$ cat src/rtl/instr_encoder.sv
// Instruction encoder: accepts decoded instruction requests over a valid/ready
// handshake, packs them into 32-bit MIPS-style words, and streams them into an
// instruction memory at consecutive word addresses.
module instr_encoder #(
  parameter int ADDR_W = 6
) (
  input  logic              clk,
  input  logic              rst_n,
  input  logic              in_valid,
  output logic              in_ready,
  input  logic [3:0]        op,
  input  logic [4:0]        rs,
  input  logic [4:0]        rt,
  input  logic [4:0]        rd,
  input  logic [15:0]       imm,
  input  logic [25:0]       target,
  input  logic              clear,
  output logic              imem_we,
  output logic [ADDR_W-1:0] imem_addr,
  output logic [31:0]       imem_wdata,
  output logic [ADDR_W:0]   count,
  output logic              full,
  output logic              err
);

  localparam logic [0:0] IDLE  = 1'b0;
  localparam logic [0:0] WRITE = 1'b1;

  // Word count at which the memory is completely filled.
  localparam logic [ADDR_W:0] DEPTH = {1'b1, {ADDR_W{1'b0}}};

  logic [0:0]        state;
  logic [ADDR_W-1:0] wr_ptr;
  logic              hs;

  // Ops 10..15 have no encoding.
  function automatic logic op_ok(input logic [3:0] o);
    return o <= 4'd9;
  endfunction

  // Pack the fields for the selected format; fields a format does not use are dropped.
  function automatic logic [31:0] encode(input logic [3:0]  o,
                                         input logic [4:0]  s,
                                         input logic [4:0]  t,
                                         input logic [4:0]  d,
                                         input logic [15:0] i,
                                         input logic [25:0] tg);
    logic [31:0] w;
    w = 32'h0;
    case (o)
      4'd0:    w = {6'h00, s, t, d, 5'b0, 6'h20};
      4'd1:    w = {6'h00, s, t, d, 5'b0, 6'h22};
      4'd2:    w = {6'h00, s, t, d, 5'b0, 6'h24};
      4'd3:    w = {6'h00, s, t, d, 5'b0, 6'h25};
      4'd4:    w = {6'h00, s, t, d, 5'b0, 6'h2A};
      4'd5:    w = {6'h23, s, t, i};
      4'd6:    w = {6'h2B, s, t, i};
      4'd7:    w = {6'h04, s, t, i};
      4'd8:    w = {6'h05, s, t, i};
      4'd9:    w = {6'h02, tg};
      default: w = 32'h0;
    endcase
    return w;
  endfunction

  assign in_ready = (state == IDLE) && !full;
  assign hs       = in_valid && in_ready;

  // Handshake/write FSM: an accepted request is registered onto the memory port
  // and strobed for one cycle; the pointer and count advance as the strobe ends.
  // Clear beats both a new request and the post-write increment.
  always_ff @(posedge clk) begin
    if (!rst_n) begin
      state      <= IDLE;
      wr_ptr     <= '0;
      count      <= '0;
      full       <= 1'b0;
      err        <= 1'b0;
      imem_we    <= 1'b0;
      imem_addr  <= '0;
      imem_wdata <= 32'h0;
    end else begin
      case (state)
        IDLE: begin
          if (clear) begin
            wr_ptr <= '0;
            count  <= '0;
            full   <= 1'b0;
            err    <= 1'b0;
          end else if (hs) begin
            if (op_ok(op)) begin
              state      <= WRITE;
              imem_we    <= 1'b1;
              imem_addr  <= wr_ptr;
              imem_wdata <= encode(op, rs, rt, rd, imm, target);
            end else begin
              err <= 1'b1;
            end
          end
        end
        WRITE: begin
          // The strobe has been presented for this cycle; the write completes here.
          state   <= IDLE;
          imem_we <= 1'b0;
          if (clear) begin
            wr_ptr <= '0;
            count  <= '0;
            full   <= 1'b0;
            err    <= 1'b0;
          end else begin
            wr_ptr <= wr_ptr + 1'b1;
            count  <= count + 1'b1;
            full   <= ((count + 1'b1) == DEPTH);
          end
        end
        default: begin
          state   <= IDLE;
          imem_we <= 1'b0;
        end
      endcase
    end
  end

endmodule
$ cat config.mk
export PLATFORM = sky130hd
export DESIGN_NAME = instr_encoder
export DESIGN_NICKNAME = d
export VERILOG_FILES = /design/src/rtl/instr_encoder.sv
export SDC_FILE = /design/constraint.sdc
export NUM_CORES = 1
export LEC_CHECK = 0
export CORE_UTILIZATION = 25
export CTS_BUF_LIST = sky130_fd_sc_hd__clkbuf_16
export DETAILED_ROUTE_END_ITERATION = 12
export GPL_ROUTABILITY_DRIVEN = 0
export MAX_ROUTING_LAYER = met4
export PLACE_DENSITY_LB_ADDON = 0.1
export SYNTH_ARGS = -nofsm -noshare
export SYNTH_HDL_FRONTEND = slang
export SYNTH_SLANG_ARGS = --single-unit
$ cat constraint.sdc
create_clock -name clk -period 2.4 [get_ports clk]
set_input_delay 0.24 -clock clk [delete_from_list [all_inputs] [get_ports clk]]
set_output_delay 0.24 -clock clk [all_outputs]
set_load 0.005 [all_outputs]
* After elaboration in Yosys (flattened, before gate mapping)
Index checks and enable logic that the tools add are counted.
** Cells by class
- Add/subtract/negate cells :: 2
- Multiply operators :: 0
- Divide/modulo/power cells :: 0
- Order comparisons :: 1
- Equality and inequality tests :: 17
- Shifts and indexed selects :: 0
- Multiplexer cells :: 22
- Bitwise operators :: 2
- Reduce and logical (&&, ||, !) cells :: 7
** Operators by type and width (count)
- $pmux 32 s10 :: 1
- $eq 4x3->1 const B :: 4
- $mux 7 :: 2
- $pmux 7 s2 :: 1
- $mux 6 :: 2
- $pmux 6 s2 :: 1
- $mux 1 :: 11
- $eq 4x2->1 const B :: 2
- $eq 4x4->1 const B :: 2
- $ne 2x2->1 const B :: 4
- $pmux 1 s2 :: 4
- $add 7x1->7 const B :: 1
- $eq 7x7->1 const B :: 1
- $add 6x1->6 const B :: 1
- $ne 3x3->1 const B :: 2
- $reduce_and 3->1 :: 2
- $eq 4x1->1 const B :: 1
- $le 4x4->1 const B :: 1
- $logic_not 4->1 :: 1
- $reduce_and 4->1 :: 1
- $logic_and 1x1->1 :: 2
- $ne 2x1->1 const B :: 1
- $not 1->1 :: 2
- $logic_not 1->1 :: 1
** Word-level totals
- Bits in registers :: 55
- Latch bits :: 0
- Bits in writable memories :: 0
- Memory bits (read-only) :: 0
- Output and inout bits :: 49
- Word-level logic and storage cells :: 59
- Memories :: 0

* Longest topological paths before layout
- Depth in word-level cells :: 6
- Gate-level depth with buffers :: 7
- Mapped depth without buffers :: 5

* Least setup slack after synthesis
Ideal clock, no wire load.
- Path type :: register to register
- Start point :: register count[0]
- End point :: register full
- Setup time :: 0.101 ns
- Data arrival time :: 1.499 ns
- Data required time :: 2.299 ns
- Setup slack :: 0.800 ns
- Cell stages (with the launch flop) :: 6
- Path buffers :: 0
- Period minus slack after synthesis :: 1.600 ns
- Path through :: dfxtp_1 > ha_1 > and3_1 > xor2_1 > or3_1 > o41ai_1
** On the way
- Cells in the longest elaborated chain, start to end :: 4
** RTL lines
- start, declared :: RTL line 21 : output logic [ADDR_W:0] count,
- start signal, assigned :: RTL line 112 : count <= count + 1'b1;
- $add 7x1->7 :: RTL line 113 : full <= ((count + 1'b1) == DEPTH);
- $eq 7x7->1 :: RTL line 113
- $mux 1 :: RTL line 105 : if (clear) begin
- $pmux 1 s2 :: RTL line 83 : case (state)
- end signal, assigned :: RTL line 113
- end, declared :: RTL line 22 : output logic full,
No other way between the ends.
A chain may end at the register's enable or synchronous reset.

* Worst setup path in the final report
- Start point :: input op[0]
- End point :: register imem_wdata[11]
** On the way
- Cells in the longest elaborated chain, start to end :: 2
** RTL lines
- start, declared :: RTL line 11 : input logic [3:0] op,
- $le 4x4->1, or another cell as far along :: RTL line 38 : return o <= 4'd9;
- $reduce_and 4->1 (no source line) / $pmux 32 s10 (equally long branches)
- end signal, assigned :: RTL line 95 : imem_wdata <= encode(op, rs, rt, rd, imm, target);
- end, declared :: RTL line 20 : output logic [31:0] imem_wdata,
Parallel ways exist; a longest one is shown, timed or not.

==> flow_metrics.env <==
export IMPL_ys_types=50
export IMPL_final_nets=487
export IMPL_dp_hpwl_mm=5.60
export IMPL_comb_power_share_pct=18.6
export IMPL_r2r_slack_ns=0.66
export IMPL_clk_path_buf_depth=2
export IMPL_post_drt_wl_per_cell_um=13.9
export IMPL_dpl_cell_count=548
export IMPL_synth_yosys_warnings=0
export IMPL_cts_root_buf="clkbuf_16"
export IMPL_setup_viol=0
export IMPL_drt_total_wl_mm=7.72
export IMPL_cp_required_ns=2.62
export IMPL_worstSetupPathType="input port to register"
export IMPL_cts_sinks=54
export IMPL_period_minus_slack_ns=1.86
export IMPL_ctsHoldBuffers=0
export IMPL_post_route_drc_count=0
export IMPL_start_util_pct=25.9
export IMPL_finalCritPeriodShare_pct=77.6
export IMPL_syn_nets=384
export IMPL_numCtsBuffers=5
export IMPL_pwr_density_cell_mw_per_mm2=495
export IMPL_drv_cap=0
export IMPL_grt_max_degree=40
export IMPL_clk_latency_ns=0.29
export IMPL_rsz0062_at_grt="false"
export IMPL_status="complete, no violations"
export IMPL_synth_largest_area_cell="dfxtp_1"
export IMPL_cp_start_kind="input port"
export IMPL_leakagePower_nw=1.54
export IMPL_finClkSkew_ns=0.00351
export IMPL_ys_ff_latch=54
export IMPL_synth_top_cell_area_share_pct=40.2
export IMPL_synth_area_top_cells="dfxtp_1 40%, o21ai_0 5.6%, a221oi_1 4.9%"
export IMPL_hp_class="register to register"
export IMPL_overflow=0
export IMPL_switching_share_pct=24.3
export IMPL_cp_arrival_ns=2.08
export IMPL_post_cts_buffers=0
export IMPL_clock_power_share_pct=34.7
export IMPL_clkTransAtPathRegs_ns=0.07
export IMPL_diodes=0
export IMPL_htree_levels=2
export IMPL_coreArea_sq_mm=0.0104
export IMPL_fmax_ghz=0.537
export IMPL_cts_tree="built"
export IMPL_fin_tns_setup_ns=0
export IMPL_cts_resized=0
export IMPL_port_buffers=112
export IMPL_rows=37
export IMPL_grt_pass1_wl_mm=12.9
export IMPL_grt_pass1_vias=2655
export IMPL_die_height_um=106
export IMPL_drt_iter0_drc=153
export IMPL_routed_via_density=4.73
export IMPL_internal_power_mw=1.54
export IMPL_syn_inst=316
export IMPL_ir_drop_mv=0.305
export IMPL_die_area_sq_mm=0.0112
export IMPL_syn_cell_area_sq_mm=0.00269
export IMPL_async_flop_share_pct=0
export IMPL_cp_max_fo=12
export IMPL_synthFlopType="dfxtp_1"
export IMPL_ys_seq_area_share_pct=40.2
export IMPL_io_pins=114
export IMPL_syn_avg_cell_area_sq_um=8.50
export IMPL_postRouteAntennaNets=0
export IMPL_synthToLayoutAreaGrowth_pct=52.6
export IMPL_drive_gt1_share_pct=7.62
export IMPL_fin_util_pct=39.5
export IMPL_antenna_found_initial=0
export IMPL_drv_slew=0
export IMPL_synth_edf_count=0
export IMPL_endpoint_kind="register"
export IMPL_power_frac_seq_pct=46.7
export IMPL_drt_pass1_iter_count=4
export IMPL_final_cells=556
export IMPL_max_slew_margin_rel_pct=48.7
export IMPL_vias=2632
export IMPL_tightest_slew_ns=0.765
export IMPL_p_switching_uw=493
export IMPL_die_w_um=106
export IMPL_hold_viol=0
export IMPL_grt_use_total_pct=14.7
==> synth_stat cells (2+ instances only) <==
cell type,instances
o211a_1,7
o21ai_0,30
a31oi_1,10
mux2_2,3
nor2b_1,7
nand2b_1,2
mux2i_1,3
a21boi_0,8
or3b_2,2
inv_1,2
and3_1,3
or3_1,2
dfxtp_1,54
buf_6,2
nand3_1,5
o22a_1,5
nand4_1,4
nor2_1,34
nor3b_2,2
and2_1,2
xor2_1,12
clkbuf_1,16
a21oi_1,25
buf_2,10
xnor2_1,3
nand2_1,23
a221oi_1,15
ha_1,3
==> cell type report <==
class                   instances  area, sq um
repair buffers                126         1240
multi-input cells             230         1460
clock inverters                 3         17.5
flip-flops and latches         54         1080
clock buffers                   5          125
fillers                      1088         6270
inverters                       2         7.51
well taps                     136          170
==> routing by layer <==
layer	vias to the layer above	track usage [%]	share of wire (%)	routed length, um
met1	1207	18.0	46	3560
met4	0	3.67	0.92	71
li1	1344	-	-	-
met2	75	24.5	48	3710
met5	-	-	0	0
met3	6	3.22	4.9	378
==> state kept, by name, indices dropped and copies added, names as in the netlist <==
name / count
wr_ptr: 6
full: 1
state: 1
imem_we: 1
imem_addr: 6
count: 7
imem_wdata: 31
err: 1
==> placed cells by master, fill, tap and decap left out, types with 2 or more instances in the layout <==
master,synthesis,final
clkdlybuf4s50_1,0,112
dfxtp_1,54,54
nor2_1,34,34
o21ai_0,30,30
a21oi_1,25,25
nand2_1,23,23
a221oi_1,15,15
buf_4,1,13
xor2_1,12,12
a31oi_1,10,10
a21boi_0,8,8
nor2b_1,7,7
o211a_1,7,7
nand3_1,5,5
o22a_1,5,5
clkbuf_16,0,5
nand4_1,4,4
mux2_2,3,3
inv_1,2,3
and3_1,3,3
xnor2_1,3,3
mux2i_1,3,3
ha_1,3,3
or3b_2,2,2
and2_1,2,2
nand2b_1,2,2
or3_1,2,2
==> kinds of logic after synthesis <==
family	Yosys count	share of synthesized area (%)
other cells	1	0.140
compound gates	112	28.0
flops	54	40.2
simple gates	93	17.3
mux	6	2.38
xor+xnor	15	4.89
fa+ha+maj	3	1.40
buf+inv	32	5.64
==> critical path, stage by stage <==
cell and delay, ns:
clkdlybuf4s50_1 0.66, nor2_1 0.66, a21oi_1 0.15, o22a_1 0.24
a21oi_1 0.13
==> power groups by stage <==
stage,registers (mW),logic [mW],clock network (mW)
2_1_floorplan,0.967,0.155,0
6_report,0.947,0.377,0.704
4_1_cts,0.948,0.382,0.728
3_3_place_gp,0.968,0.380,0
5_1_grt,0.952,0.413,0.774
3_5_place_dp,0.967,0.380,0
==> final timing paths <==
kind,cells after the start,start,to
worst min-delay path,2,imem_addr[5],imem_addr[5]
worst max-delay path,5,op[0],imem_wdata[11]
worst max register to register,5,full,imem_wdata[9]
worst min register to register,2,imem_addr[5],imem_addr[5]
==> through the flow <==
step | hold WS (ns) | instance area, sq um | setup WS, ns | power [mW]
after floorplan | 0.386 | 2690 | 0.800 | 1.12
after global placement | 0.456 | 3960 | 0.295 | 1.35
after detailed placement | 0.459 | 3960 | 0.265 | 1.35
after CTS | 0.468 | 4100 | 0.568 | 2.06
after global routing | 0.482 | 4100 | 0.414 | 2.14
final | 0.462 | 4100 | 0.538 | 2.03
(Power assumes the default switching activity.)
==> patch: new RTL, same flow settings <==
`ADDR_W`: 6 -> 7.
--- a/src/rtl/instr_encoder.sv
+++ b/src/rtl/instr_encoder.sv
@@ -4,3 +4,3 @@
 module instr_encoder #(
-  parameter int ADDR_W = 6
+  parameter int ADDR_W = 7
 ) (
Ports: changed (resized count and imem_addr); port bits go from 114 to 116. No check against the original RTL was run, so the function may have changed too.
==> patch against the original RTL <==
- synthesized area fell by 2.1%
- sequential cell count rose by 3
- design area rose by 3.8%
- global-route usage rose by 0.64 points
- wire length rose by 3.2%
- combinational power fell by 6.1%
- non-clock buffer count rose by 1
- die area fell by 2.1%
- register-to-register slack improved by 0.05 ns
- total power rose by 41%
- setup slack improved by 0.029 ns
- critical path type unchanged
- critical endpoint is now imem_wdata[5]$_SDFFE_PN0P_
==> patch: results <==
metrics = {
    "status": {
        "run_status": "finished, final reports clean",
    },
    "synthesis": {
        "synth-seq-area-share_pct": 43.4,
        "ys_types": 54,
        "synth_compound_gate_area_share_pct": 26.2,
        "avgSynthCellArea_sq_um": 8.79,
        "synth_area_in_xor_xnor_pct": 3.00,
    },
    "power_and_ir_drop": {
        "internal-power_mw": 2.22,
        "pg_seq_mw": 0.998,
        "power.static_leakage_nw": 1.55,
        "power_frac_comb_pct": 12.4,
    },
    "global_route": {
        "use_met2_pct": 25.4,
        "wire_length_of_the_first_global_routing_pass_microns": 12700,
        "vias_in_the_first_global_route": 2535,
        "grtUsageMet1_pct": 18.3,
        "use_met3_pct": 3.43,
    },
    "cts": {
        "cts-buffers-inserted": 9,
        "worst_skew_pair.late_latency_ns": 0.33,
        "htreeDepth": 3,
    },
    "cells_and_area": {
        "multi_input_area_sq_um": 1320,
        "layout_top_registers": "imem_wdata x31, count x8",
        "buffer_area_share_pct": 29.7,
    },
    "setup_path": {
        "crit_path_max_incr_delay_ns": 0.59,
        "timing.critical_path.fanout_max": 13,
    },
    "placement": {
        "post-dp-hpwl_microns": 5610,
        "placed_cell_count": 537,
        "post-place-ws_ns": 0.232,
        "placement.io_buffers": 114,
    },
    "drt": {
        "wl_microns": 7970,
        "vias": 2568,
    },
    "hold_path": {
        "min_delay_worst_endpoint": "imem_addr[4]$_SDFFE_PN0P_",
    },
}
==> patch: changes by cell type after synthesis, sizes merged, moves of 3 or more <==
cell    before  now
a21oi       25   12
a22oi        0    6
clkbuf      16   10
dfxtp       54   57
nand2       23   29
nor2        34   31
nor2b        7    4
o211a        7    2
o21ai       30   37
o22a         5    0
xor2        12    7
==> patch: how the worst max path moves through the flow <==
stage | start | to | cells after the start
after detailed placement | op[1] | imem_wdata[5]$_SDFFE_PN0P_ | 5
after floorplan | op[0] | imem_wdata[10]$_SDFFE_PN0P_ | 6
after global placement | op[1] | imem_wdata[17]$_SDFFE_PN0P_ | 5
after CTS | op[1] | imem_wdata[5]$_SDFFE_PN0P_ | 5
after global routing | op[1] | imem_wdata[19]$_SDFFE_PN0P_ | 5
final | op[1] | imem_wdata[5]$_SDFFE_PN0P_ | 5
==> patch: worst reg2reg max path: stages (launching register included) <==
cell	delay, ns
dfxtp_1	0.36
nor4b_4	0.36
buf_4	0.21
and2_4	0.22
buf_4	0.25
o21ai_0	0.10
nor2_1	0.13
